===== src/rtl/quad_pkg.sv =====
// quad_pkg: shared phase/direction types and Gray-state constants for the quadrature decoder.
package quad_pkg;
  typedef logic [1:0] phase_t;
  typedef enum logic [1:0] {DIR_NONE, DIR_FWD, DIR_REV, DIR_ILLEGAL} dir_t;
  localparam phase_t PH_00 = 2'b00;
  localparam phase_t PH_01 = 2'b01;
  localparam phase_t PH_11 = 2'b11;
  localparam phase_t PH_10 = 2'b10;
  // Position of a Gray state along the forward cycle 00,01,11,10.
  function automatic logic [1:0] gray_pos(input phase_t p);
    return {p[1], p[1] ^ p[0]};
  endfunction
endpackage


===== src/rtl/quad_encoder_if.sv =====
// quad_encoder_if: phase inputs, preset load and channel/strobe outputs of the decoder.
interface quad_encoder_if #(parameter int WIDTH = 8);
  logic a;
  logic b;
  logic load;
  logic [WIDTH-1:0] load_value;
  logic [WIDTH-1:0] value;
  logic inc;
  logic dec;
  logic error;
  modport master(output a, b, load, load_value, input value, inc, dec, error);
  modport slave(input a, b, load, load_value, output value, inc, dec, error);
endinterface


===== src/rtl/quad_dir_decode.sv =====
// quad_dir_decode: classifies one phase transition as none, forward, reverse or illegal.
module quad_dir_decode
  import quad_pkg::*;
(
  input  phase_t prev_ab,
  input  phase_t cur_ab,
  output dir_t   dir
);
  logic [1:0] d;
  always_comb begin
    d = gray_pos(cur_ab) - gray_pos(prev_ab);
    dir = d == 2'd0 ? DIR_NONE : d == 2'd1 ? DIR_FWD : d == 2'd3 ? DIR_REV : DIR_ILLEGAL;
  end
endmodule


===== src/rtl/quad_encoder.sv =====
// quad_encoder: accumulates quadrature edges into detents and steps a wrapping or clamping value.
module quad_encoder
  import quad_pkg::*;
#(
  parameter int WIDTH            = 8,
  parameter int STEP             = 1,
  parameter int EDGES_PER_DETENT = 4,
  parameter int SATURATE         = 0
) (
  input logic clk,
  input logic reset,
  quad_encoder_if.slave bus
);
  localparam logic signed [3:0] EDP = 4'(EDGES_PER_DETENT);
  phase_t prev_ab, cur_ab;
  dir_t dir;
  logic primed, up, dn, inc, dec, error;
  logic signed [3:0] acc, acc_nx;
  logic [WIDTH-1:0] val, up_val, dn_val;
  logic [WIDTH:0] sum, dif;
  assign cur_ab = {bus.a, bus.b};
  assign bus.value = val;
  assign bus.inc = inc;
  assign bus.dec = dec;
  assign bus.error = error;
  quad_dir_decode u_dir (.prev_ab(prev_ab), .cur_ab(cur_ab), .dir(dir));
  always_comb begin
    acc_nx = acc + (dir == DIR_FWD ? 4'sd1 : dir == DIR_REV ? -4'sd1 : 4'sd0);
    up = dir == DIR_FWD && acc_nx == EDP;
    dn = dir == DIR_REV && acc_nx == -EDP;
    sum = {1'b0, val} + (WIDTH+1)'(STEP);
    dif = {1'b0, val} - (WIDTH+1)'(STEP);
    up_val = SATURATE != 0 && sum[WIDTH] ? {WIDTH{1'b1}} : sum[WIDTH-1:0];
    dn_val = SATURATE != 0 && dif[WIDTH] ? {WIDTH{1'b0}} : dif[WIDTH-1:0];
  end
  // The first edge after release only captures the phases, so a non-00 resting level is not decoded.
  always_ff @(posedge clk or negedge reset) begin
    if (!reset) begin
      primed  <= 1'b0;
      prev_ab <= PH_00;
      acc     <= '0;
      val     <= '0;
      inc     <= 1'b0;
      dec     <= 1'b0;
      error   <= 1'b0;
    end else begin
      primed  <= 1'b1;
      prev_ab <= cur_ab;
      inc     <= primed && up && !bus.load;
      dec     <= primed && dn && !bus.load;
      error   <= primed && dir == DIR_ILLEGAL;
      acc     <= !primed || bus.load || up || dn || dir == DIR_ILLEGAL ? 4'sd0 : acc_nx;
      val     <= bus.load ? bus.load_value : !primed ? val : up ? up_val : dn ? dn_val : val;
    end
  end
endmodule

===== src/flat_wrapper.sv =====
// flat-port wrapper written by rule: the top's interface ports become plain ports
module quad_encoder_flat import quad_pkg::*;
#(
  parameter int WIDTH            = 8,
  parameter int STEP             = 1,
  parameter int EDGES_PER_DETENT = 4,
  parameter int SATURATE         = 0
)
  (clk, reset, bus_a, bus_b, bus_load, bus_load_value, bus_value, bus_inc, bus_dec, bus_error);
  quad_encoder_if #(.WIDTH(WIDTH)) bus_i ();
  input logic clk;
  input logic reset;
  input wire logic [$bits(bus_i.a)-1:0] bus_a;
  input wire logic [$bits(bus_i.b)-1:0] bus_b;
  input wire logic [$bits(bus_i.load)-1:0] bus_load;
  input wire logic [$bits(bus_i.load_value)-1:0] bus_load_value;
  output wire logic [$bits(bus_i.value)-1:0] bus_value;
  output wire logic [$bits(bus_i.inc)-1:0] bus_inc;
  output wire logic [$bits(bus_i.dec)-1:0] bus_dec;
  output wire logic [$bits(bus_i.error)-1:0] bus_error;
  assign bus_i.a = bus_a;
  assign bus_i.b = bus_b;
  assign bus_i.load = bus_load;
  assign bus_i.load_value = bus_load_value;
  assign bus_value = bus_i.value;
  assign bus_inc = bus_i.inc;
  assign bus_dec = bus_i.dec;
  assign bus_error = bus_i.error;
  quad_encoder #(.WIDTH(WIDTH), .STEP(STEP), .EDGES_PER_DETENT(EDGES_PER_DETENT), .SATURATE(SATURATE)) u_core (.clk(clk), .reset(reset), .bus(bus_i));
endmodule

===== config.mk =====
export PLATFORM = sky130hd
export DESIGN_NAME = quad_encoder_flat
export DESIGN_NICKNAME = d
export VERILOG_FILES = /design/src/rtl/quad_pkg.sv /design/src/rtl/quad_encoder_if.sv /design/src/rtl/quad_dir_decode.sv /design/src/rtl/quad_encoder.sv /design/src/flat_wrapper.sv
export SDC_FILE = /design/constraint.sdc
export NUM_CORES = 1
export LEC_CHECK = 0
export ABC_AREA = 1
export CAP_MARGIN = 20
export CORE_MARGIN = 3
export CORE_UTILIZATION = 47
export DETAILED_ROUTE_END_ITERATION = 10
export PLACE_DENSITY = 0.78
export SYNTH_ARGS = -nofsm -noshare
export SYNTH_HDL_FRONTEND = slang
export SYNTH_SLANG_ARGS = --single-unit

===== constraint.sdc =====
create_clock -name clk -period 3.2 [get_ports clk]
set_input_delay 0.32 -clock clk [delete_from_list [all_inputs] [get_ports clk]]
set_output_delay 0.32 -clock clk [all_outputs]
set_load 0.03 [all_outputs]

==> flow_metrics.env, run 1 <==
export IMPL_status="finished with violations"
export IMPL_violations="negative setup slack"
export IMPL_fin_setup_tns_ps=-29.6
export IMPL_cts_root_buf="clkbuf_4"
export IMPL_synth_nets=183
export IMPL_maxCapViolations=0
export IMPL_holdBufCountCts=0
export IMPL_cts_tree="done"
export IMPL_rsz0062_at_grt="true"
export IMPL_grt_pass1_wl_um=5830
export IMPL_drt_first_pass_iters=4
export IMPL_synthAdderAreaFrac_pct=10.7
export IMPL_grt_max_degree=19
export IMPL_synth_area_um2=1360
export IMPL_dieWidth_um=59.8
export IMPL_yosys_area_share_simple_pct=29.4
export IMPL_finalCritPeriodShare_pct=101
export IMPL_dieArea_um2=3580
export IMPL_std_cell_rows=18
export IMPL_pwr_share_seq_pct=25.2
export IMPL_synth_xor_area_share_pct=6.43
export IMPL_internal_power_w=0.000709
export IMPL_synth_compound_area_share_pct=7.63
export IMPL_vdd_ir_drop_worst_v=0.000598
export IMPL_drcViolationCount=0
export IMPL_clk_pin_slew_worst_paths_ps=100
export IMPL_ys_seq_elements=18
export IMPL_synth_top_family_by_area="simple AND/OR/NAND/NOR gates"
export IMPL_leakagePower_nw=1.01
export IMPL_vias=1263
export IMPL_dpl_hpwl_um=2320
export IMPL_tightest_slew_ps=871
export IMPL_cts_buffer_depth=2
export IMPL_ff_latch_area_um2=450
export IMPL_start_kind="flop"
export IMPL_final_antenna_net_count=0
export IMPL_synth_cells=159
export IMPL_max_freq_ghz=0.310
export IMPL_drt_iter0_drc=18
export IMPL_wl_um=3460
export IMPL_holdWs_ps=350
export IMPL_antenna_cells=0
export IMPL_comb_power_share_pct=65.6
export IMPL_io_buffers=23
export IMPL_cts_sinks=18
export IMPL_slew_viol_final=0
export IMPL_ys_seq_area_share_pct=33.1
export IMPL_antenna_found_initial=0
export IMPL_required_ps=3400
export IMPL_insertion_delay_ps=290
export IMPL_p_sw_share_pct=43.8
export IMPL_relSlewSlack_pct=41.8
export IMPL_final_util_pct=80.6
export IMPL_clock_skew_ps=2.30
export IMPL_critical_path_arrival_ps=3420
export IMPL_stdcell_count=249
export IMPL_fin_ws_ps=-24.8
export IMPL_coreArea_um2=2610
export IMPL_start_util_pct=52.1
export IMPL_synthToLayoutAreaGrowth_pct=54.7
export IMPL_fin_area_um2=2110
export IMPL_grt_pass1_vias=1336
export IMPL_crit_path_end_kind="flop"
export IMPL_fillers=166
export IMPL_min_path_type="in -> reg"
export IMPL_drive_gt1_share_pct=44.7
export IMPL_finalHoldViolations=0
export IMPL_cts_buffers=3
export IMPL_pin_count=24
export IMPL_globalplace_congestion=0.853
export IMPL_finalCriticalPeriod_ps=3220
export IMPL_synth_mux_area_share_pct=4.41
export IMPL_multi_input_area_um2=1010
export IMPL_postPlaceCellArea_um2=1790
export IMPL_yosysUniqueCellTypes=27
export IMPL_ys_warn_count=0
export IMPL_setup_viol=2
export IMPL_critPathMaxFanout=5
export IMPL_avgRoutedWirePerCell_um=13.9
export IMPL_fin_nets=245
export IMPL_h_tree_depth=1
export IMPL_synth_avg_cell_area_um2=8.56
export IMPL_grt_use_total_pct=21.4
export IMPL_die_y_um=59.8
export IMPL_viasPerCell=5.07
export IMPL_path_class="reg -> reg"
export IMPL_power_density_nw_per_um2=599
export IMPL_placed_cells=232
export IMPL_p_clk_share_pct=9.2
export IMPL_p_switching_w=0.000553
export IMPL_overflow=0
[final cells by class]
type | instances | area share (%)
Clock buffer | 3 | 1.07
Inverter | 22 | 4.28
Multi-Input combinational cell | 118 | 48.2
Sequential cell | 18 | 21.4
Tap cell | 30 | 1.78
Timing Repair Buffer | 58 | 23.3
[metrics by stage]
step | setup slack, ps | total power (W)
4_1_cts | -34.7 | 0.00120
3_3_place_gp | -464 | 0.000973
2_1_floorplan | -12.6 | 0.000749
3_5_place_dp | -675 | 0.00100
6_report | -24.8 | 0.00126
5_1_grt | -264 | 0.00136
[power groups by stage]
stage          logic, W  clock network [W]  registers, W
2_1_floorplan  0.000366                  0      0.000384
6_report       0.000828           0.000116      0.000318
4_1_cts        0.000766           0.000117      0.000318
5_1_grt        0.000903           0.000132      0.000325
3_5_place_dp   0.000687                  0      0.000318
3_3_place_gp   0.000658                  0      0.000315
[placed cells by master (no fill, tap or decap), types with 7 or more instances in the layout]
cell	synthesis	layout
nand2_2	7	12
nand2_1	34	27
dfrtp_1	18	18
clkdlybuf4s50_1	0	21
xor2_1	8	8
o21ai_2	7	8
nor2_1	10	7
inv_1	21	14
buf_4	1	35
[metal layers]
metal  part of all wire (%)  global-route usage [%]
met2                     57                    39.7
met1                     39                    24.4
met4                    1.4                    7.28
met5                      0                       0
met3                    2.9                    3.46
[path summary, 6_finish.rpt]
check | startpoint | endpoint | slack, ps | cells after the start
worst min register to register | u_core.bus.value[7]$_DFFE_PN0P_ | u_core.bus.value[7]$_DFFE_PN0P_ | 540 | 2
worst min-delay path | bus_b | u_core.prev_ab[0]$_DFF_PN0_ | 350 | 1
max in group asynchronous | reset | u_core.bus.value[3]$_DFFE_PN0P_ | 2160 | 1
min in group asynchronous | reset | u_core.bus.value[5]$_DFFE_PN0P_ | 510 | 1
worst max register to register | u_core.prev_ab[1]$_DFF_PN0_ | u_core.bus.value[7]$_DFFE_PN0P_ | -20 | 25
worst max-delay path | u_core.prev_ab[1]$_DFF_PN0_ | u_core.bus.value[7]$_DFFE_PN0P_ | -20 | 25
[cells in the mapped netlist]
cell type	count	area (µm²)
mux2i_1	6	60.1
nand3_1	9	45.0
nand2_1	34	128
nand2_4	3	33.8
buf_12	1	20.0
xnor2_1	2	17.5
dfrtp_1	18	450
ha_1	10	125
nand4_4	1	21.3
nand4_1	1	6.26
o21ai_0	2	10.0
buf_4	1	7.51
fa_1	1	20.0
nand2_2	7	43.8
nor2_1	10	37.5
nor3_1	2	10.0
nand3_4	1	17.5
o21bai_1	1	7.51
nor2_4	1	11.3
nor2_2	1	6.26
inv_1	21	78.8
nand3_2	4	40.0
xor2_1	8	70.1
a21oi_1	5	25.0
inv_2	1	3.75
conb_1	1	3.75
o21ai_2	7	61.3
[registers in the layout (all words and copies together) (netlist names)]
register and cells:
u_core.acc 4, u_core.bus.inc 1, u_core.prev_ab 2, u_core.bus.error 1, u_core.bus.dec 1, u_core.bus.value 8
u_core.primed 1
[logic make-up after synthesis]
kind of cell | Yosys count
compound gates | 15
xor+xnor | 10
fa+ha+maj | 11
buf+inv | 24
flops | 18
mux | 6
other cells | 1
simple gates | 74
[critical path, stage by stage (launching register included)]
cell and delay, ps:
dfrtp_1 400, xor2_1 160, ha_2 350, inv_4 50, nand3_4 70, nand2_2 60, nand2_1 80, inv_2 50
ha_4 150, inv_2 60, nand2_2 70, nand2_4 70, nand3_4 70, nor2_4 200, nand2_8 100, ha_4 300
nand3_2 80, nand2_2 110, nand4_1 80, nand3_1 90, xor2_1 190, nand3_1 90, nand3_1 80, nand2_1 50
nand2_1 50, nand2_1 50
[timing repair]
item,CTS,global route
gates resized for setup,29,19
setup buffers,11,2
pin swaps,18,18
endpoints found under the setup margin,6,5
cloned,1,0
No activity file was read; power rests on OpenSTA's default activity.
==> inputs of run 2 (changes only) <==
--- a/config.mk
+++ b/config.mk
@@ -6,11 +6,13 @@
 export NUM_CORES = 1
 export LEC_CHECK = 0
 export ABC_AREA = 1
+export ABC_CLOCK_PERIOD_IN_PS = 3200
 export CAP_MARGIN = 20
 export CORE_MARGIN = 3
-export CORE_UTILIZATION = 47
+export CORE_UTILIZATION = 56
 export DETAILED_ROUTE_END_ITERATION = 10
-export PLACE_DENSITY = 0.78
+export DONT_BUFFER_PORTS = 1
+export PLACE_DENSITY = 0.77
 export SYNTH_ARGS = -nofsm -noshare
 export SYNTH_HDL_FRONTEND = slang
 export SYNTH_SLANG_ARGS = --single-unit
==> flow_metrics.env, run 2 (synthesis results as in run 1) <==
export IMPL_status="finished with violations"
export IMPL_violations="negative setup slack"
export IMPL_fin_nets=209
export IMPL_max_freq_ghz=0.304
export IMPL_relSlewSlack_pct=43.9
export IMPL_cts_buffers=3
export IMPL_dieArea_um2=3060
export IMPL_holdWs_ps=26.0
export IMPL_power_density_nw_per_um2=656
export IMPL_slew_viol_final=0
export IMPL_clk_pin_slew_worst_paths_ps=120
export IMPL_clock_skew_ps=5.53
export IMPL_avgRoutedWirePerCell_um=16.1
export IMPL_start_util_pct=60.4
export IMPL_globalplace_congestion=0.798
export IMPL_grt_pass1_vias=1099
export IMPL_die_y_um=55.3
export IMPL_min_path_type="in -> reg"
export IMPL_overflow=0
export IMPL_drt_first_pass_iters=4
export IMPL_layout_cells_most_common="nand2_1"
export IMPL_tightest_slew_ps=838
export IMPL_std_cell_rows=17
export IMPL_dieWidth_um=55.3
export IMPL_drive_gt1_share_pct=44.0
export IMPL_io_buffers=0
export IMPL_fin_ws_ps=-92.2
export IMPL_coreArea_um2=2250
export IMPL_setup_viol=3
export IMPL_fillers=143
export IMPL_drcViolationCount=0
export IMPL_vdd_ir_drop_worst_v=0.000610
export IMPL_path_class="reg -> reg"
export IMPL_start_kind="flop"
export IMPL_final_cell_mix="nand2_1, buf_4, dfrtp_1"
export IMPL_dpl_hpwl_um=2060
export IMPL_grt_use_total_pct=19.2
export IMPL_required_ps=3400
export IMPL_leakagePower_nw=0.851
export IMPL_antenna_found_initial=0
export IMPL_largest_reg_flops=8
export IMPL_grt_pass1_wl_um=4770
export IMPL_critical_path_arrival_ps=3490
export IMPL_finalCriticalPeriod_ps=3290
export IMPL_antenna_cells=0
export IMPL_placed_cells=201
export IMPL_synthToLayoutAreaGrowth_pct=29.9
export IMPL_cts_sinks=18
export IMPL_wl_um=3410
export IMPL_fin_total_pwr_w=0.00116
export IMPL_maxCapViolations=0
export IMPL_h_tree_depth=1
export IMPL_crit_path_end_kind="flop"
export IMPL_drt_iter0_drc=43
export IMPL_finalCritPeriodShare_pct=103
export IMPL_cts_tree="done"
export IMPL_vias=1213
export IMPL_critPathMaxFanout=8
export IMPL_multi_input_area_um2=980
export IMPL_insertion_delay_ps=310
export IMPL_viasPerCell=5.72
export IMPL_finalHoldViolations=0
export IMPL_rsz0062_at_grt="true"
export IMPL_cts_buffer_depth=2
export IMPL_pin_count=24
export IMPL_grt_max_degree=19
export IMPL_cts_root_buf="clkbuf_4"
export IMPL_ff_latch_area_um2=450
export IMPL_final_antenna_net_count=0
export IMPL_final_util_pct=78.4
export IMPL_stdcell_count=212
## run 2: cell count changes in the layout (fill, tap and decap cells not counted), moves of 2 or more
cell / delta
nor2_2: +3
inv_2: -2
a21oi_2: -2
ha_1: -2
dlygate4sd2_1: -2
clkdlybuf4s50_1: -21
nor2_4: -3
a21oi_1: +2
buf_4: -14
nand2_4: -2
inv_1: +2
## run 2: final timing paths
kind,start,slack (ps),cells past startpoint,to
worst max-delay path,u_core.prev_ab[1]$_DFF_PN0_,-90,22,u_core.bus.value[5]$_DFFE_PN0P_
worst min-delay path,bus_b,30,0,u_core.prev_ab[0]$_DFF_PN0_
worst max register to register,u_core.prev_ab[1]$_DFF_PN0_,-90,22,u_core.bus.value[5]$_DFFE_PN0P_
worst min register to register,u_core.primed$_DFF_PN0_,590,2,u_core.bus.error$_DFF_PN0_
max in group asynchronous,reset,2140,1,u_core.bus.value[3]$_DFFE_PN0P_
min in group asynchronous,reset,550,1,u_core.bus.dec$_DFF_PN0_
## run 2: through the flow
| step | setup WS [ps] | area, µm² | TNS, ps |
|---|---|---|---|
| final | -92.2 | 1770 | -234 |
| after global routing | -300 | 1770 | -1100 |
| after CTS | 11.3 | 1620 | 0 |
| after detailed placement | -101 | 1520 | -248 |
| after global placement | -39.9 | 1520 | -58.7 |
| after floorplan | -12.6 | 1390 | -12.6 |
## run 2: worst max-delay path, cell delays in order, from the launching register on
cell and delay [ps]:
dfrtp_1 410, xor2_1 170, ha_2 360, inv_4 50
nand3_4 70, nand2_2 60, nand2_1 60, inv_1 40
ha_2 170, inv_2 70, nand2_2 50, nand2_2 90
nand3_4 90, nor2_4 190, nand2_8 110, ha_4 250
a21oi_2 160, nand2_2 90, a21oi_1 150, o21ai_1 100
xor2_1 160, mux2i_1 180, o21ai_2 80
## run 2: report_power, final
part | internal, W | switching, W
clock network | 0.0000695 | 0.0000804
registers | 0.000267 | 0.000130
logic | 0.000292 | 0.000321
total | 0.000628 | 0.000532
## run 2: repair_timing
item,4_1_cts,5_1_grt
hold endpoints to repair,18,0
hold buffers,1,0
buffers inserted,2,4
pin swaps,12,25
gates resized for setup,11,26
endpoints found under the setup margin,4,5
## run 2: area by class of cell
class	count	area share (%)
inverter	22	4.95
tap	28	1.98
clock buffer	4	2.05
sequential	18	25.5
timing repair buffer	23	10.1
multi-input combinational	117	55.4
## run 2: per-layer routing
layer | part of all wire [%] | track usage (%) | routed length, µm | vias up
li1 | - | - | - | 557
met1 | 40 | 23.5 | 1360 | 597
met2 | 50 | 32.3 | 1710 | 49
met3 | 7.4 | 5.14 | 253 | 10
met4 | 2.3 | 6.94 | 77 | 0
met5 | 0 | 0 | 0 | -
==> inputs of run 3 (changes only) <==
--- a/config.mk
+++ b/config.mk
@@ -13,6 +13,7 @@
 export DETAILED_ROUTE_END_ITERATION = 10
 export DONT_BUFFER_PORTS = 1
 export PLACE_DENSITY = 0.77
+export SETUP_SLACK_MARGIN = 0.3
 export SYNTH_ARGS = -nofsm -noshare
 export SYNTH_HDL_FRONTEND = slang
 export SYNTH_SLANG_ARGS = --single-unit
==> flow_metrics.env, run 3 (synthesis results as in run 1) <==
export IMPL_rsz0062_at_grt="true"
export IMPL_grt_pass1_vias=1166
export IMPL_viasPerCell=5.50
export IMPL_largest_reg_flops=8
export IMPL_cts_buffers=3
export IMPL_cts_buffer_depth=2
export IMPL_overflow=0
export IMPL_clk_pin_slew_worst_paths_ps=120
export IMPL_min_path_type="in -> reg"
export IMPL_status="finished with violations"
export IMPL_finalCritPeriodShare_pct=105
export IMPL_finalHoldViolations=0
export IMPL_setup_viol=4
export IMPL_avgRoutedWirePerCell_um=16.4
export IMPL_violations="negative setup slack"
export IMPL_antenna_cells=0
export IMPL_fin_ws_ps=-157
export IMPL_drive_gt1_share_pct=44.1
export IMPL_critPathMaxFanout=5
export IMPL_grt_pass1_wl_um=5290
export IMPL_holdWs_ps=31.4
export IMPL_required_ps=3410
export IMPL_insertion_delay_ps=300
export IMPL_final_cell_mix="nand2_1, dfrtp_1, inv_1, buf_4, nand2_2"
export IMPL_coreArea_um2=2250
export IMPL_maxCapViolations=0
export IMPL_comb_power_share_pct=52.7
export IMPL_fillers=150
export IMPL_fin_setup_tns_ps=-368
export IMPL_antenna_found_initial=0
export IMPL_p_clk_share_pct=12.9
export IMPL_layout_cells_most_common="nand2_1"
export IMPL_internal_power_w=0.000624
export IMPL_stdcell_count=207
export IMPL_start_util_pct=60.4
export IMPL_p_switching_w=0.000545
export IMPL_drcViolationCount=0
export IMPL_power_density_nw_per_um2=669
export IMPL_crit_path_end_kind="flop"
export IMPL_placed_cells=191
export IMPL_max_freq_ghz=0.298
export IMPL_die_y_um=55.3
export IMPL_std_cell_rows=17
export IMPL_dieArea_um2=3060
export IMPL_dieWidth_um=55.3
export IMPL_leakagePower_nw=0.831
export IMPL_relSlewSlack_pct=41.1
export IMPL_vdd_ir_drop_worst_v=0.000459
export IMPL_ff_latch_area_um2=450
export IMPL_pwr_share_seq_pct=34.3
export IMPL_grt_max_degree=19
export IMPL_grt_use_total_pct=21.6
export IMPL_globalplace_congestion=0.807
export IMPL_tightest_slew_ps=880
export IMPL_fin_nets=204
export IMPL_cts_root_buf="clkbuf_4"
export IMPL_slew_viol_final=0
export IMPL_h_tree_depth=1
export IMPL_final_antenna_net_count=0
export IMPL_path_class="reg -> reg"
export IMPL_cts_tree="done"
export IMPL_dpl_hpwl_um=2160
export IMPL_postPlaceCellArea_um2=1480
export IMPL_vias=1139
export IMPL_drt_iter0_drc=36
export IMPL_drt_first_pass_iters=4
export IMPL_finalCriticalPeriod_ps=3360
export IMPL_fin_area_um2=1750
export IMPL_p_sw_share_pct=46.6
export IMPL_fin_total_pwr_w=0.00117
export IMPL_synthToLayoutAreaGrowth_pct=28.2
export IMPL_start_kind="flop"
export IMPL_io_buffers=0
export IMPL_multi_input_area_um2=1010
export IMPL_pin_count=24
export IMPL_cts_sinks=18
export IMPL_wl_um=3400
export IMPL_clock_skew_ps=3.08
export IMPL_critical_path_arrival_ps=3560
-- run 3: what timing repair did --
action	CTS	global route
hold buffers	1	0
setup endpoints to repair	7	8
resized for setup	19	8
hold endpoints to repair	18	0
pin swaps	17	11
cloned	1	0
setup buffers	9	1
-- run 3: final timing paths --
kind,slack (ps),end,cells past startpoint,startpoint
setup / recovery,-160,u_core.bus.value[7]$_DFFE_PN0P_,25,u_core.prev_ab[1]$_DFF_PN0_
hold / removal,30,u_core.prev_ab[1]$_DFF_PN0_,0,bus_a
setup reg to reg,-160,u_core.bus.value[7]$_DFFE_PN0P_,25,u_core.prev_ab[1]$_DFF_PN0_
hold reg to reg,590,u_core.bus.error$_DFF_PN0_,2,u_core.primed$_DFF_PN0_
max in group asynchronous,2100,u_core.primed$_DFF_PN0_,1,reset
min in group asynchronous,570,u_core.bus.dec$_DFF_PN0_,1,reset
-- run 3: power by group through the flow --
stage / Sequential, W / Clock, W / Combinational (W)
final: 0.000401 / 0.000151 / 0.000616
after global routing: 0.000407 / 0.000159 / 0.000681
after CTS: 0.000401 / 0.000150 / 0.000559
after detailed placement: 0.000398 / 0 / 0.000468
after global placement: 0.000393 / 0 / 0.000444
after floorplan: 0.000384 / 0 / 0.000388
-- run 3: final cells by class --
| class | count | area share, % |
|---|---|---|
| Timing Repair Buffer | 17 | 7.46 |
| Sequential cell | 18 | 25.8 |
| Inverter | 22 | 5.02 |
| Clock buffer | 4 | 2.08 |
| Multi-Input combinational cell | 118 | 57.6 |
| Tap cell | 28 | 2.01 |
-- run 3: through the flow --
stage	util [%]	setup WS [ps]
after CTS	75.3	-80.6
after floorplan	-	105
after global placement	65.6	13.1
final	77.4	-157
after detailed placement	65.6	-147
after global routing	77.4	-342
-- run 3: worst max-delay path, cell delays in order, from the launching register on --
cell     delay (ps)
dfrtp_1         410
xor2_1          160
ha_2            390
inv_4            70
nand3_4          80
inv_2            50
ha_4            280
inv_4            50
nor2_2          100
nand3_2         110
nand2_2          90
nand2_2          60
nand2_4         120
nand2_8         100
ha_4            280
a21oi_2         140
nand2_2          90
nand4_1          90
nand3_2          80
xor2_2          160
inv_1            60
nand2_1          60
nand3_1          60
nand2_1          50
nand2_1          50
nand2_1          50
-- run 3: per-layer routing --
layer / track usage (%) / vias to the layer above / part of all wire, %
li1: - / 548 / -
met1: 27.8 / 553 / 42
met2: 36.1 / 32 / 53
met3: 3.04 / 6 / 4.0
met4: 8.68 / 0 / 1.6
met5: 0 / - / 0
